==> config.mk <==
export PLATFORM = sky130hd
export DESIGN_NAME = booth_divider_flat
export DESIGN_NICKNAME = d
export VERILOG_FILES = /design/src/rtl/booth_arith_pkg.sv /design/src/rtl/booth_divider_if.sv /design/src/rtl/booth_divider_div_step.sv /design/src/rtl/booth_divider.sv /design/src/flat_wrapper.sv
export SDC_FILE = /design/constraint.sdc
export NUM_CORES = 1
export LEC_CHECK = 0
export ABC_CLOCK_PERIOD_IN_PS = 2100
export BUFFER_PORTS_ARGS = -buffer_cell sky130_fd_sc_hd__buf_2
export CORE_MARGIN = 2
export CORE_UTILIZATION = 50
export DETAILED_ROUTE_END_ITERATION = 12
export GPL_ROUTABILITY_DRIVEN = 0
export PLACE_DENSITY = 0.78
export SYNTH_ARGS = -nofsm -noshare
export SYNTH_HDL_FRONTEND = slang
export SYNTH_SLANG_ARGS = --single-unit
==> constraint.sdc <==
create_clock -name clk -period 2.1 [get_ports clk]
set_input_delay 0.63 -clock clk [delete_from_list [all_inputs] [get_ports clk]]
set_output_delay 0.63 -clock clk [all_outputs]
set_load 0.005 [all_outputs]
==> src/rtl/booth_arith_pkg.sv <==
// Shared arithmetic package for the booth multiplier / divider pair.
// Provides the sequencer state encoding, the default operand width and
// two's-complement helpers sized for the default width.
package booth_arith_pkg;

  localparam int N_DEF = 4;

  typedef enum logic [1:0] {
    IDLE = 2'd0,
    CALC = 2'd1,
    FIX  = 2'd2,
    DONE = 2'd3
  } state_t;

  // Two's negate at product width.
  function automatic logic [2*N_DEF-1:0] neg(input logic [2*N_DEF-1:0] x);
    return ~x + (2*N_DEF)'(1);
  endfunction

  // Magnitude as unsigned. The most-negative value maps to 2^(w-1),
  // which is representable because the result is read unsigned.
  function automatic logic [2*N_DEF-1:0] abs_u(input logic [2*N_DEF-1:0] x);
    return x[2*N_DEF-1] ? neg(x) : x;
  endfunction

endpackage

==> src/rtl/booth_divider_if.sv <==
// Start/valid handshake bundle for booth_divider.
//   master: start, A (2N dividend), D (N divisor) out; results in.
//   slave : the divider side.
interface booth_divider_if #(parameter int N = booth_arith_pkg::N_DEF);
  logic           start;
  logic [2*N-1:0] A;
  logic [N-1:0]   D;
  logic           busy;
  logic           valid;
  logic [2*N-1:0] Q;
  logic [N-1:0]   R;
  logic           div0;
  logic           ovf;

  modport master (output start, A, D, input  busy, valid, Q, R, div0, ovf);
  modport slave  (input  start, A, D, output busy, valid, Q, R, div0, ovf);
endinterface

==> src/rtl/booth_divider_div_step.sv <==
// One combinational restoring-division step.
//   p     : current partial remainder (N+1 bits)
//   din   : next dividend bit shifted in
//   dm    : divisor magnitude
//   p_nxt : partial remainder after the step
//   q     : quotient bit produced
module div_step #(parameter int N = 4) (
  input  logic [N:0]   p,
  input  logic         din,
  input  logic [N-1:0] dm,
  output logic [N:0]   p_nxt,
  output logic         q
);
  logic [N+1:0] sh, diff;

  // One extra bit so the sign of the trial subtraction is the borrow.
  assign sh    = {p, din};
  assign diff  = sh - {2'b00, dm};
  assign q     = ~diff[N+1];
  assign p_nxt = q ? diff[N:0] : sh[N:0];
endmodule

==> src/rtl/booth_divider.sv <==
// Sequential signed divider, companion of the booth multiplier.
//   clk   : rising-edge clock
//   rst   : async active-low reset
//   bus   : slave side of booth_divider_if (start/A/D in; busy/valid/Q/R/div0/ovf out)
// Divides magnitudes MSB first, one restoring step per cycle over 2N cycles,
// then applies signs in a single fix-up cycle. Quotient truncates toward
// zero; remainder carries the dividend's sign.
module booth_divider
  import booth_arith_pkg::*;
#(
  parameter int N = N_DEF
) (
  input  logic            clk,
  input  logic            rst,
  booth_divider_if.slave  bus
);
  localparam int W  = 2 * N;
  localparam int CW = $clog2(W);

  state_t          state;
  logic            sa, sd, ovf_p;
  logic [W-1:0]    m;          // dividend magnitude shifting out / quotient shifting in
  logic [N-1:0]    dm;
  logic [N:0]      p;
  logic [CW-1:0]   cnt;
  logic            busy_r, valid_r, div0_r, ovf_r;
  logic [W-1:0]    q_r;
  logic [N-1:0]    r_r;

  logic [W-1:0]    a_abs;
  logic [N-1:0]    d_abs;
  logic [N:0]      p_nxt;
  logic            qb;

  assign a_abs = bus.A[W-1] ? ~bus.A + W'(1) : bus.A;
  assign d_abs = bus.D[N-1] ? ~bus.D + N'(1) : bus.D;

  div_step #(.N(N)) u_step (
    .p     (p),
    .din   (m[W-1]),
    .dm    (dm),
    .p_nxt (p_nxt),
    .q     (qb)
  );

  always_ff @(posedge clk or negedge rst) begin
    if (!rst) begin
      state   <= IDLE;
      sa      <= 1'b0;
      sd      <= 1'b0;
      ovf_p   <= 1'b0;
      m       <= '0;
      dm      <= '0;
      p       <= '0;
      cnt     <= '0;
      busy_r  <= 1'b0;
      valid_r <= 1'b0;
      div0_r  <= 1'b0;
      ovf_r   <= 1'b0;
      q_r     <= '0;
      r_r     <= '0;
    end else begin
      case (state)
        IDLE: if (bus.start) begin
          sa      <= bus.A[W-1];
          sd      <= bus.D[N-1];
          m       <= a_abs;
          dm      <= d_abs;
          p       <= '0;
          cnt     <= '0;
          busy_r  <= 1'b1;
          valid_r <= 1'b0;
          ovf_r   <= 1'b0;
          // Only most-negative / -1 overflows; remember it for the fix-up.
          ovf_p   <= (bus.A == {1'b1, {(W-1){1'b0}}}) && (bus.D == '1);
          if (bus.D == '0) begin
            div0_r <= 1'b1;
            q_r    <= '0;
            r_r    <= '0;
            state  <= DONE;
          end else begin
            div0_r <= 1'b0;
            state  <= CALC;
          end
        end
        CALC: begin
          p   <= p_nxt;
          m   <= {m[W-2:0], qb};
          cnt <= cnt + CW'(1);
          if (cnt == CW'(W - 1)) state <= FIX;
        end
        FIX: begin
          // Overflow case falls out naturally: 2^(W-1) reads as -2^(W-1).
          q_r   <= (sa ^ sd) ? ~m + W'(1) : m;
          r_r   <= sa ? ~p[N-1:0] + N'(1) : p[N-1:0];
          ovf_r <= ovf_p;
          state <= DONE;
        end
        DONE: begin
          valid_r <= 1'b1;
          busy_r  <= 1'b0;
          state   <= IDLE;
        end
        default: state <= IDLE;
      endcase
    end
  end

  assign bus.busy  = busy_r;
  assign bus.valid = valid_r;
  assign bus.Q     = q_r;
  assign bus.R     = r_r;
  assign bus.div0  = div0_r;
  assign bus.ovf   = ovf_r;
endmodule

==> src/flat_wrapper.sv <==
// flat-port wrapper written by rule: the top's interface ports become plain ports
module booth_divider_flat import booth_arith_pkg::*;
#(
  parameter int N = N_DEF
)
  (clk, rst, bus_start, bus_A, bus_D, bus_busy, bus_valid, bus_Q, bus_R, bus_div0, bus_ovf);
  booth_divider_if #(.N(N)) bus_i ();
  input  logic clk;
  input  logic rst;
  input wire logic [$bits(bus_i.start)-1:0] bus_start;
  input wire logic [$bits(bus_i.A)-1:0] bus_A;
  input wire logic [$bits(bus_i.D)-1:0] bus_D;
  output wire logic [$bits(bus_i.busy)-1:0] bus_busy;
  output wire logic [$bits(bus_i.valid)-1:0] bus_valid;
  output wire logic [$bits(bus_i.Q)-1:0] bus_Q;
  output wire logic [$bits(bus_i.R)-1:0] bus_R;
  output wire logic [$bits(bus_i.div0)-1:0] bus_div0;
  output wire logic [$bits(bus_i.ovf)-1:0] bus_ovf;
  assign bus_i.start = bus_start;
  assign bus_i.A = bus_A;
  assign bus_i.D = bus_D;
  assign bus_busy = bus_i.busy;
  assign bus_valid = bus_i.valid;
  assign bus_Q = bus_i.Q;
  assign bus_R = bus_i.R;
  assign bus_div0 = bus_i.div0;
  assign bus_ovf = bus_i.ovf;
  booth_divider #(.N(N)) u_core (.clk(clk), .rst(rst), .bus(bus_i));
endmodule
==> results_dict.tcl <==
set metrics [dict create \
    outcome "finished, final reports clean" \
    via_count 1880 \
    fmax_ghz 0.5066 \
    grt_pass1_vias 1851 \
    areaGrowthSynthToFinish_pct 15.21 \
    syn_area_sq_um 2402 \
    maxSlewHeadroom 0.6162 \
    io_pins 31 \
    tightest_slew_ns 0.5697 \
    ys.warnings.count 0 \
    ys_seq_elements 41 \
    layout_setup_ws_ns 0.1259 \
    hold_buffers 0 \
    syn_inst 257 \
    synth_edf_count 0 \
    vias_per_cell 5.341 \
    critical_path_buf_inv_count 0 \
    cp-start-kind "flop" \
    cts_root_buf "clkbuf_8" \
    drv_cap 0 \
    path_class "flop to flop" \
    end_kind "flop" \
    cts_tree "built" \
    critPathArrivalTime_ns 2.16 \
    cts_setup_buffers 0 \
    hpwl_um 3610 \
    drive_gt1_frac 0.1913 \
    cts_sinks 41 \
    n_antenna_cell 0 \
    cp_cell_sequence "ha_1 -> nor2b_2 -> o2111a_1 -> a211oi_4 -> mux2i_1 -> a22o_1" \
    rows 25 \
    wl_per_cell_um 13.20 \
    setup_viol 0 \
    clock_skew_ns 0.003732 \
    dieArea_sq_um 5375 \
    p_per_area_nw_per_um2 1522 \
    die_w_um 73.32 \
    fill_cells 401 \
    crit_path_max_fanout 7 \
    numCtsBuffers 5 \
    die_y_um 73.32 \
    drtIter0Drc 91 \
    antenna_found_initial 0 \
    grt_use_total 0.2021 \
    period_share 0.9401 \
    wirelength_um 4645 \
    hold_violations 0 \
    dr.pass1.iters 5 \
    cts-htree-levels 2 \
    grt_pass1_wl_um 8307 \
    clk_latency_ns 0.30 \
    clk_path_buf_depth 2 \
    yosysUniqueCellTypes 44 \
    final_nets 329 \
    required_ns 2.29 \
    yosysSeqAreaShare 0.4271 \
    ant_nets 0 \
    drv_slew 0 \
    critPathMaxStageDelay_ns 0.40 \
    syn_area_per_cell_sq_um 9.347 \
    cp_slowest_cell "a211oi_4" \
    grt-ovfl-total 0 \
    cts_resized 0 \
    pre_cts_ws_ns -0.02028 \
    ys.flop_type "dfrtp_1" \
    hp-class "input pin to async pin" \
    rsz0062_at_grt "false" \
    peakVddDrop_mv 0.6265 \
    port-buffer-count 30 \
    fin_hold_ws_ns 0.3788 \
    syn_nets 288 \
    mostFrequentLayoutCells "nand2_1, dfrtp_1, buf_2" \
    leakage_uw 0.001341 \
    start_util 0.5120 \
    period_minus_slack_ns 1.974 \
    grt_max_degree 42 \
    core_area_sq_um 4692 \
    synthArstFlopShare 1.000 \
    drc 0 \
    clk_pin_slew_ns 0.07 \
    crit_family "compound AO/OA/AOI/OAI gates" \
]
-- layer usage --
| layer | routed length (um) | GRT usage | vias to the layer above |
|---|---|---|---|
| met5 | 0 | 0 | - |
| met1 | 2282 | 0.2559 | 869 |
| li1 | - | - | 976 |
| met3 | 144 | 0.04115 | 5 |
| met2 | 2142 | 0.3423 | 30 |
| met4 | 76 | 0.07273 | 0 |
-- worst paths after layout --
| check | cells after the start | slack, ns | start | end |
|---|---|---|---|---|
| min | 2 | 0.38 | rst | u_core.bus.Q[2]$_DFFE_PN0P_ |
| min in group clk | 2 | 0.48 | u_core.bus.R[3]$_DFFE_PN0P_ | u_core.bus.R[3]$_DFFE_PN0P_ |
| min reg2reg | 2 | 0.48 | u_core.bus.R[3]$_DFFE_PN0P_ | u_core.bus.R[3]$_DFFE_PN0P_ |
| max in group asynchronous | 2 | 1.37 | rst | u_core.bus.ovf$_DFFE_PN0P_ |
| max reg2reg | 6 | 0.13 | u_core.p[0]$_DFFE_PN0P_ | u_core.p[1]$_DFFE_PN0P_ |
| max | 6 | 0.13 | u_core.p[0]$_DFFE_PN0P_ | u_core.p[1]$_DFFE_PN0P_ |
-- cell type report --
| cell class | count | area, sq um | area share |
|---|---|---|---|
| tap | 54 | 67.56 | 0.02441 |
| timing repair buffer | 43 | 247.7 | 0.08951 |
| inverter | 17 | 63.81 | 0.02306 |
| multi-input combinational | 190 | 1276 | 0.4611 |
| clock buffer | 7 | 86.33 | 0.03119 |
| sequential | 41 | 1026 | 0.3707 |
-- stage by stage --
step                instance area (sq um)    util  std cells  power [uW]  setup TNS (ns)
floorplan                            2402       -        257        3078               0
global placement                     2681  0.5715        345        3632               0
detailed placement                   2681  0.5715        345        3717        -0.02078
CTS                                  2768  0.5899        352        4245               0
global route                         2768  0.5899        352        4642               0
finish                               2768  0.5899        352        4213               0
-- synth_stat cells, drive strengths merged, types with 2 or more instances --
| master | n | area (sq um) |
|---|---|---|
| mux2i | 11 | 110.1 |
| nand3 | 5 | 25.02 |
| inv | 17 | 63.81 |
| o41ai | 2 | 17.52 |
| nor2 | 12 | 45.04 |
| nor2b | 4 | 27.53 |
| a22o | 5 | 43.79 |
| o221ai | 2 | 23.77 |
| a211oi | 2 | 27.53 |
| nand2 | 41 | 153.9 |
| o31ai | 2 | 15.01 |
| o22ai | 3 | 18.77 |
| dfrtp | 41 | 1026 |
| clkbuf | 7 | 26.28 |
| a21oi | 10 | 50.05 |
| nand2b | 5 | 31.28 |
| ha | 15 | 187.7 |
| buf | 2 | 10.01 |
| xor2 | 4 | 35.03 |
| o21ai | 30 | 150.2 |
| nor3 | 4 | 20.02 |
| mux2 | 3 | 33.78 |
| xnor2 | 13 | 113.9 |
-- worst reg2reg max path, cell delays in order (launching register included) --
cell and delay [ns]:
dfrtp_1 0.39, ha_1 0.29, nor2b_2 0.17, o2111a_1 0.26
a211oi_4 0.40, mux2i_1 0.14, a22o_1 0.21
-- where the power goes --
part	total [uW]	switching (uW)	leakage, uW	internal (uW)
registers	1380	272	0.000525	1110
logic	2310	1230	0.000772	1080
clock network	523	262	0.0000443	261
total	4210	1770	0.00134	2450
-- logic make-up after synthesis --
group / Yosys count / synth area share
simple gates: 80 / 0.1542
fa+ha+maj: 16 / 0.08646
compound gates: 63 / 0.1688
flops: 41 / 0.4271
buf+inv: 26 / 0.04167
mux: 14 / 0.05990
xor+xnor: 17 / 0.06198
-- registers in the layout, indices dropped and copies added, names as in the netlist --
signal            count
u_core.bus.div0       1
u_core.ovf_p          1
u_core.dm             4
u_core.bus.ovf        1
u_core.bus.R          4
u_core.sa             1
u_core.cnt            3
u_core.sd             1
u_core.bus.Q          8
u_core.state          2
u_core.m              8
u_core.p              5
u_core.bus.busy       1
u_core.bus.valid      1
Note: power is estimated with default switching activity, not from simulation.
